### src/rtl/uart_pkg.sv
// rtl/uart_pkg.sv - shared state type, data width and baud divider helper for the UART receive path
package uart_pkg;

  localparam int DataBits = 8;

  typedef enum logic [2:0] {
    IDLE,
    START,
    DATA,
    PARITY,
    STOP
  } rx_state_e;

  // Rounded to nearest so odd clock/baud ratios land on the closest tick period.
  function automatic int calc_divider(input int clk_hz, input int baud, input int os);
    return (clk_hz + (baud * os) / 2) / (baud * os);
  endfunction

endpackage

### src/rtl/uart_baud_tick.sv
// rtl/uart_baud_tick.sv - oversample tick generator with synchronous restart
module uart_baud_tick #(
  parameter int Divider = 78
) (
  input  logic clk_i,
  input  logic rst_ni,
  input  logic restart_i,
  output logic tick_o
);

  localparam int CntW = (Divider > 1) ? $clog2(Divider) : 1;
  localparam logic [CntW-1:0] CntMax = CntW'(Divider - 1);

  logic [CntW-1:0] cnt_q;
  logic [CntW-1:0] cnt_d;

  always_comb begin
    cnt_d  = cnt_q + 1'b1;
    tick_o = !restart_i && (cnt_q == CntMax);
    if (restart_i || tick_o) begin
      cnt_d = '0;
    end
  end

  always_ff @(posedge clk_i or negedge rst_ni) begin
    if (!rst_ni) begin
      cnt_q <= '0;
    end else begin
      cnt_q <= cnt_d;
    end
  end

endmodule

### src/rtl/uart_rx_deserializer.sv
// rtl/uart_rx_deserializer.sv - UART receiver: 2-flop sync, 3-sample vote, 1-entry output register
// Define UART_RX_PARITY_EN for 8E1 framing with a live parity_err_o; default is 8N1.
module uart_rx_deserializer
  import uart_pkg::*;
#(
  parameter int ClockFrequency = 12_000_000,
  parameter int BaudRate       = 9_600,
  parameter int Oversample     = 16
) (
  input  logic                clk_i,
  input  logic                rst_ni,
  input  logic                rx_i,
  output logic [DataBits-1:0] data_o,
  output logic                valid_o,
  input  logic                ready_i,
  output logic                frame_err_o,
  output logic                overrun_o,
  output logic                parity_err_o
);

  localparam int Divider = calc_divider(ClockFrequency, BaudRate, Oversample);
  localparam int TickW   = $clog2(Oversample);
  localparam int BitW    = $clog2(DataBits);
  localparam logic [TickW-1:0] TSamp0  = TickW'(Oversample / 2 - 1);
  localparam logic [TickW-1:0] TSamp1  = TickW'(Oversample / 2);
  localparam logic [TickW-1:0] TSamp2  = TickW'(Oversample / 2 + 1);
  localparam logic [TickW-1:0] TLast   = TickW'(Oversample - 1);
  localparam logic [BitW-1:0]  LastBit = BitW'(DataBits - 1);

  if (Oversample < 8 || (Oversample % 2) != 0) begin : g_bad_oversample
    $error("uart_rx_deserializer: Oversample must be even and >= 8");
  end

  logic [1:0]          rx_sync_q;
  rx_state_e           state_q;
  logic [TickW-1:0]    t_q;
  logic [BitW-1:0]     bit_cnt_q;
  logic [1:0]          samp_q;
  logic                bit_q;
  logic [DataBits-1:0] shift_q;
  logic [DataBits-1:0] data_q;
  logic                armed_q;
  logic                pending_q;
  logic                valid_q;
  logic                frame_err_q;
  logic                overrun_q;
  logic                rx_s;
  logic                tick;
  logic                restart;
  logic                maj;
  logic                t_last;
  logic                t_vote;
  logic                byte_ok;
`ifdef UART_RX_PARITY_EN
  logic                par_q;
  logic                parity_err_q;
`endif

  assign rx_s    = rx_sync_q[1];
  assign restart = (state_q == IDLE) && armed_q && !rx_s;
  assign maj     = (samp_q[1] & samp_q[0]) | (samp_q[1] & rx_s) | (samp_q[0] & rx_s);
  assign t_last  = tick && (t_q == TLast);
  assign t_vote  = tick && (t_q == TSamp2);
`ifdef UART_RX_PARITY_EN
  assign byte_ok = maj && !(^{shift_q, par_q});
`else
  assign byte_ok = maj;
`endif

  uart_baud_tick #(
    .Divider(Divider)
  ) u_baud_tick (
    .clk_i    (clk_i),
    .rst_ni   (rst_ni),
    .restart_i(restart),
    .tick_o   (tick)
  );

  always_ff @(posedge clk_i or negedge rst_ni) begin
    if (!rst_ni) begin
      rx_sync_q   <= 2'b11;
      state_q     <= IDLE;
      t_q         <= '0;
      bit_cnt_q   <= '0;
      samp_q      <= '0;
      bit_q       <= 1'b1;
      shift_q     <= '0;
      data_q      <= '0;
      armed_q     <= 1'b0;
      pending_q   <= 1'b0;
      valid_q     <= 1'b0;
      frame_err_q <= 1'b0;
      overrun_q   <= 1'b0;
`ifdef UART_RX_PARITY_EN
      par_q        <= 1'b0;
      parity_err_q <= 1'b0;
`endif
    end else begin
      rx_sync_q   <= {rx_sync_q[0], rx_i};
      pending_q   <= 1'b0;
      frame_err_q <= 1'b0;
      overrun_q   <= 1'b0;
`ifdef UART_RX_PARITY_EN
      parity_err_q <= 1'b0;
`endif

      // A completed byte loads one cycle after the stop vote; a same-cycle accept frees the slot.
      if (pending_q) begin
        if (!valid_q || ready_i) begin
          data_q  <= shift_q;
          valid_q <= 1'b1;
        end else begin
          overrun_q <= 1'b1;
        end
      end else if (valid_q && ready_i) begin
        valid_q <= 1'b0;
      end

      if (tick) begin
        t_q <= (t_q == TLast) ? '0 : t_q + 1'b1;
        if (t_q == TSamp0 || t_q == TSamp1) begin
          samp_q <= {samp_q[0], rx_s};
        end
        if (t_q == TSamp2) begin
          bit_q <= maj;
        end
      end

      case (state_q)
        IDLE: begin
          if (!armed_q) begin
            armed_q <= rx_s;
          end else if (!rx_s) begin
            state_q <= START;
            t_q     <= '0;
          end
        end
        START: begin
          if (t_last) begin
            state_q   <= bit_q ? IDLE : DATA;
            bit_cnt_q <= '0;
          end
        end
        DATA: begin
          if (t_last) begin
            shift_q   <= {bit_q, shift_q[DataBits-1:1]};
            bit_cnt_q <= bit_cnt_q + 1'b1;
            if (bit_cnt_q == LastBit) begin
`ifdef UART_RX_PARITY_EN
              state_q <= PARITY;
`else
              state_q <= STOP;
`endif
            end
          end
        end
`ifdef UART_RX_PARITY_EN
        PARITY: begin
          if (t_last) begin
            par_q   <= bit_q;
            state_q <= STOP;
          end
        end
`endif
        STOP: begin
          // Leave mid-stop so a start edge inside a short stop bit is still caught;
          // a low stop (break) disarms until the line is seen high again.
          if (t_vote) begin
            state_q     <= IDLE;
            armed_q     <= maj;
            frame_err_q <= !maj;
            pending_q   <= byte_ok;
`ifdef UART_RX_PARITY_EN
            parity_err_q <= ^{shift_q, par_q};
`endif
          end
        end
        default: state_q <= IDLE;
      endcase
    end
  end

  assign data_o      = data_q;
  assign valid_o     = valid_q;
  assign frame_err_o = frame_err_q;
  assign overrun_o   = overrun_q;
`ifdef UART_RX_PARITY_EN
  assign parity_err_o = parity_err_q;
`else
  assign parity_err_o = 1'b0;
`endif

endmodule

### config.mk
export PLATFORM = sky130hd
export DESIGN_NAME = uart_rx_deserializer
export DESIGN_NICKNAME = d
export VERILOG_FILES = /design/src/rtl/uart_pkg.sv /design/src/rtl/uart_baud_tick.sv /design/src/rtl/uart_rx_deserializer.sv
export SDC_FILE = /design/constraint.sdc
export NUM_CORES = 1
export LEC_CHECK = 0
export ABC_AREA = 1
export CORE_MARGIN = 4
export CORE_UTILIZATION = 57
export DETAILED_ROUTE_END_ITERATION = 16
export PLACE_DENSITY = 0.78
export SLEW_MARGIN = 15
export SYNTH_ARGS = -nofsm -noshare
export SYNTH_HDL_FRONTEND = slang
export SYNTH_SLANG_ARGS = --single-unit
### constraint.sdc
create_clock -name clk_i -period 2 [get_ports clk_i]
set_clock_uncertainty 0.2 [all_clocks]
set_input_delay 0.5 -clock clk_i [delete_from_list [all_inputs] [get_ports clk_i]]
set_output_delay 0.5 -clock clk_i [all_outputs]
set_load 0.01 [all_outputs]
==> results of run 1 <==
-- placed cells by master (no fill, tap or decap), types with 2 or more instances in the layout --
master / instances
nand3_1: 11
a21oi_1: 2
clkdlybuf4s50_1: 5
nand2_1: 57
dlymetal6s2s_1: 7
dfstp_2: 3
nand3_4: 2
nor2_1: 20
inv_1: 26
ha_1: 7
nor3_1: 3
o21ai_2: 8
nand4_1: 3
nor3b_1: 2
o21ai_0: 15
dfrtp_1: 40
o21ai_1: 4
clkbuf_4: 5
-- worst max path at each step --
stage,startpoint,end,slack [ns],cells after the start
6_report,valid_o,valid_o,0.06,1
5_1_grt,valid_o,valid_o,0.02,1
4_1_cts,data_o[5],data_o[5],0.002,1
3_5_place_dp,ready_i,data_o[2],0.18,7
3_3_place_gp,u_baud_tick.cnt_q[1],shift_q[7],0.23,9
2_1_floorplan,u_baud_tick.cnt_q[1],shift_q[0],0.34,10
-- what timing repair did --
item	4_1_cts	5_1_grt
gates resized for setup	1	7
setup endpoints to repair	1	7
hold endpoints to repair	40	0
hold buffers	1	0
gates cloned	0	0
-- state kept, by name, summed over array words and instances (netlist names), 2 cells and up --
register           cells
data_o                 8
shift_q                8
u_baud_tick.cnt_q      7
t_q                    4
bit_cnt_q              3
state_q                3
rx_sync_q              2
samp_q                 2
-- layer usage --
| layer | vias up | wire length [um] |
|---|---|---|
| met5 | - | 0 |
| met4 | 0 | 67 |
| met3 | 8 | 115 |
| met2 | 22 | 1490 |
| met1 | 653 | 1500 |
| li1 | 736 | - |
-- metrics by stage --
stage          utilization [%]  instance area, sq um  power (W)  worst slack [ns]  hold slack (ns)
2_1_floorplan                -                  1990    0.00139             0.337          0.00441
3_3_place_gp              65.1                  2190    0.00148             0.235            0.146
3_5_place_dp              65.1                  2190    0.00149             0.181            0.149
4_1_cts                   67.0                  2250    0.00190           0.00223            0.166
5_1_grt                   67.5                  2270    0.00202            0.0150            0.172
6_report                  67.5                  2270    0.00187            0.0634            0.165
-- layout make-up --
cell class,count,area (sq um)
Clock inverter,2,12.5
Sequential cell,43,1080
Multi-Input combinational cell,144,783
Clock buffer,6,41.3
Fill cell,280,1090
Inverter,28,108
Tap cell,46,57.6
Timing Repair Buffer,17,189
-- where the power goes --
group | internal [W] | total, W | leakage (nW) | switching, W
clock network | 0.000136 | 0.000406 | 0.0282 | 0.000271
registers | 0.000961 | 0.00105 | 0.577 | 0.0000940
logic | 0.000154 | 0.000412 | 0.625 | 0.000258
total | 0.00125 | 0.00187 | 1.23 | 0.000623
-- kinds of logic after synthesis --
family	Yosys count	share of synthesized area [%]
compound gates	31	9.54
xor+xnor	1	0.440
fa+ha+maj	7	4.39
buf+inv	31	6.53
flops	43	54.2
mux	1	0.565
other cells	1	0.188
simple gates	103	24.2
==> impl_metrics.tcl, run 1 <==
set metrics [dict create \
    busiest_layer "met2" \
    grt_pass1_vias 1367 \
    reg2reg_depth 9 \
    synthesis.nets 229 \
    insertedDiodeCount 0 \
    end_kind "output pin" \
    die_h_um 67.1 \
    dp.cells 277 \
    setup_viol 0 \
    grt_max_degree 44 \
    synth-main-ff-cell "dfrtp_1" \
    fin_nets 250 \
    clk_pin_slew_ns 0.12 \
    wire_per_inst_um 11.1 \
    postRouteAntennaNets 0 \
    layout_min_cycle_time_ns 1.94 \
    critPathSlowestCell "clkdlybuf4s50_1" \
    ys_types 30 \
    hold_end "rx_sync_q[1]" \
    drive_gt1_share_pct 12.9 \
    async_flop_share_pct 100 \
    grtUsageMet3_pct 3.99 \
    syn_area_per_cell_sq_um 9.14 \
    synth_seq_cells 43 \
    grtUsageMet1_pct 23.4 \
    synth.most_common_cell "nand2_1" \
    yosysSeqAreaShare_pct 54.2 \
    cts_root_buf "clkbuf_4" \
    post-cts-setup-buffers 0 \
    vias 1419 \
    use_met2_pct 26.6 \
    crit_chain "clkdlybuf4s50_1" \
    antenna_found_initial 0 \
    maxCapViolCount 0 \
    maxSlewViolCount 0 \
    num_rows 21 \
    max_freq_mhz 516 \
    htreeDepth 2 \
    finalSetupTns_ns 0 \
    yosysTopAreaCell "dfrtp_1" \
    io-pin-count 16 \
    critPathBufInv 1 \
    synth_cells 218 \
    peakVddDrop_mv 0.550 \
    firstDrtPassIters 4 \
    ys_top_cells_by_area "dfrtp_1, nand2_1, inv_1" \
    hpwl_um 2340 \
    drtIter0Drc 75 \
    cp-start-kind "flip-flop" \
    die_x_um 67.1 \
    detail_route.wirelength_um 3170 \
    power_leakage_nw 1.23 \
    rsz0062_at_grt "no" \
    initial_core_util_pct 59.3 \
    required_ns 1.30 \
    core_sq_mm 0.00336 \
    hold_viol 0 \
    syn-cell-area_sq_mm 0.00199 \
    gp_congestion 0.778 \
    area_growth_pct 13.9 \
    worstHoldStart "rx_sync_q[0]" \
    yosysTopAreaCellShare_pct 50.2 \
    cts_sinks 43 \
    worstReg2RegEnd "shift_q[7]" \
    worstReg2RegStart "u_baud_tick.cnt_q[1]" \
    crit_arrival_ns 1.24 \
    critical_path_class "reg -> out" \
    critPathMaxStageDelay_ns 0.53 \
    tritoncts "yes" \
    final_cells 286 \
    io_buffers 14 \
    powerDensity_mw_per_mm2 825 \
    yosys-top-cells-count "nand2_1, dfrtp_1, inv_1" \
    viasPerCell 4.96 \
    overflow 0 \
    whs_path_depth 0 \
    dieArea_sq_mm 0.00451 \
    reg2reg_slack_ns 0.20 \
    crit_family "buffers and inverters" \
    synth_edf_count 0 \
    grtUsageTotal_pct 17.5 \
    grt_pass1_wl_um 5860 \
    clkLatencyLatePin_ns 0.35 \
    yosysWarnings 0 \
    numCtsBuffers 5 \
    route.detailed.drc 0 \
    status "complete, no violations" \
    hold_class "reg -> reg" \
    cts_buffer_depth 2 \
    timing.critical_path.fanout_max 2 \
    finalCritPeriodShare_pct 96.8 \
]
(Power assumes the default switching activity.)
==> run 2: changes to the inputs <==
Settings changed: CORE_MARGIN 4 to 5.
==> run 2 against run 1 <==
  * Routed wire length decreased by 0.41%
  * Core utilization is 1.1 points higher
  * Combinational power is essentially flat
  * Setup slack improved by 0.0085 ns
  * Sequential cell count did not move
  * Critical path type unchanged
  * Critical endpoint is now overrun_o
  * Largest power group unchanged
==> impl_metrics.tcl, run 2 (synthesis gave the netlist of run 1 again) <==
set metrics [dict create \
    status "complete, no violations" \
    num_rows 21 \
    cts_buffer_depth 2 \
    postRouteAntennaNets 0 \
    whs_path_depth 0 \
    finalSetupTns_ns 0 \
    cp-start-kind "flip-flop" \
    reg2reg_depth 9 \
    gp_congestion 0.804 \
    finalCritPeriodShare_pct 96.4 \
    clkLatencyLatePin_ns 0.35 \
    hpwl_um 2340 \
    powerDensity_mw_per_mm2 821 \
    worstReg2RegEnd "shift_q[7]" \
    crit_arrival_ns 1.23 \
    setup_viol 0 \
    insertedDiodeCount 0 \
    required_ns 1.30 \
    critPathSlowestCell "clkdlybuf4s50_1" \
    grtUsageTotal_pct 14.5 \
    die_x_um 69.1 \
    overflow 0 \
    io-pin-count 16 \
    viasPerCell 4.95 \
    fin_nets 253 \
    fin_area_sq_mm 0.00231 \
    reg2reg_slack_ns 0.22 \
    clk_pin_slew_ns 0.12 \
    htreeDepth 2 \
    drive_gt1_share_pct 14.4 \
    power_leakage_nw 1.28 \
    crit_chain "clkdlybuf4s50_1" \
    tritoncts "yes" \
    layout_min_cycle_time_ns 1.93 \
    dpl-instance-area_sq_mm 0.00219 \
    cp-endpoint "overrun_o" \
    worstReg2RegStart "u_baud_tick.cnt_q[1]" \
    dieArea_sq_mm 0.00478 \
    cp_num_cells 1 \
    critPathMaxStageDelay_ns 0.53 \
    grt_max_degree 27 \
    timing.critical_path.fanout_max 1 \
    core_sq_mm 0.00336 \
    io_buffers 14 \
    max_freq_mhz 519 \
    wire_per_inst_um 10.9 \
    end_kind "output pin" \
    area_growth_pct 15.8 \
    detail_route.wirelength_um 3150 \
    numCtsBuffers 5 \
    n_fill_cell 277 \
    startpoint "overrun_o" \
    critical_path_class "reg -> out" \
    antenna_found_initial 0 \
    crit_family "buffers and inverters" \
    hold_class "reg -> reg" \
    grt_pass1_vias 1354 \
    grt_pass1_wl_um 5730 \
    mostFrequentLayoutCells "nand2_1, dfrtp_1, inv_1" \
    hold_viol 0 \
    maxSlewViolCount 0 \
    initial_core_util_pct 59.3 \
    maxCapViolCount 0 \
    cts_sinks 43 \
    firstDrtPassIters 4 \
    critPathBufInv 1 \
    peakVddDrop_mv 0.679 \
    fin_util_pct 68.6 \
    cts_root_buf "clkbuf_4" \
    vias 1430 \
    drtIter0Drc 60 \
    rsz0062_at_grt "no" \
    mostFrequentLayoutCell "nand2_1" \
    route.detailed.drc 0 \
    die_h_um 69.1 \
]
==> run 2: how the worst min path moves through the flow <==
stage,start,to
after global placement,rx_sync_q[0],rx_sync_q[1]
after floorplan,rst_ni,armed_q
after detailed placement,rx_sync_q[0],rx_sync_q[1]
after global routing,rx_sync_q[0],rx_sync_q[1]
after CTS,rx_sync_q[0],rx_sync_q[1]
final,rx_sync_q[0],rx_sync_q[1]
==> run 2: layer usage <==
metal / vias to the layer above / routed length [um] / GRT usage, %
met5: - / 0 / 0
met4: 0 / 42 / 5.21
met3: 5 / 83 / 3.63
met2: 15 / 1460 / 22.9
met1: 667 / 1570 / 19.2
li1: 743 / - / -
==> run 2: through the flow <==
step / hold WS (ns) / setup slack [ns] / total power [W] / std cells
final: 0.166 / 0.0719 / 0.00190 / 289
after CTS: 0.167 / 0.00222 / 0.00192 / 286
after floorplan: 0.00441 / 0.337 / 0.00139 / 218
after global routing: 0.174 / 0.00306 / 0.00205 / 289
after detailed placement: 0.149 / 0.187 / 0.00149 / 277
after global placement: 0.146 / 0.235 / 0.00148 / 277
==> run 2: cell type report <==
type                       instances  area, sq um  share of cell area (%)
sequential                        43         1080                    46.8
clock buffer                       5         37.5                    1.63
clock inverter                     3         25.0                    1.08
multi-input combinational        144          783                    33.9
inverter                          28          108                    4.66
timing repair buffer              20          218                    9.43
tap                               46         57.6                    2.49
==> run 2: repair_timing <==
item	CTS	global route
hold endpoints to repair	16	0
hold buffers	1	0
setup buffers	0	3
endpoints found under the setup margin	0	9
resized for setup	0	9
==> run 2: power breakdown <==
| group | internal, W | switching (W) | total [W] |
|---|---|---|---|
| registers | 0.000961 | 0.0000938 | 0.00105 |
| logic | 0.000153 | 0.000261 | 0.000414 |
| clock network | 0.000141 | 0.000286 | 0.000427 |
| total | 0.00126 | 0.000641 | 0.00190 |
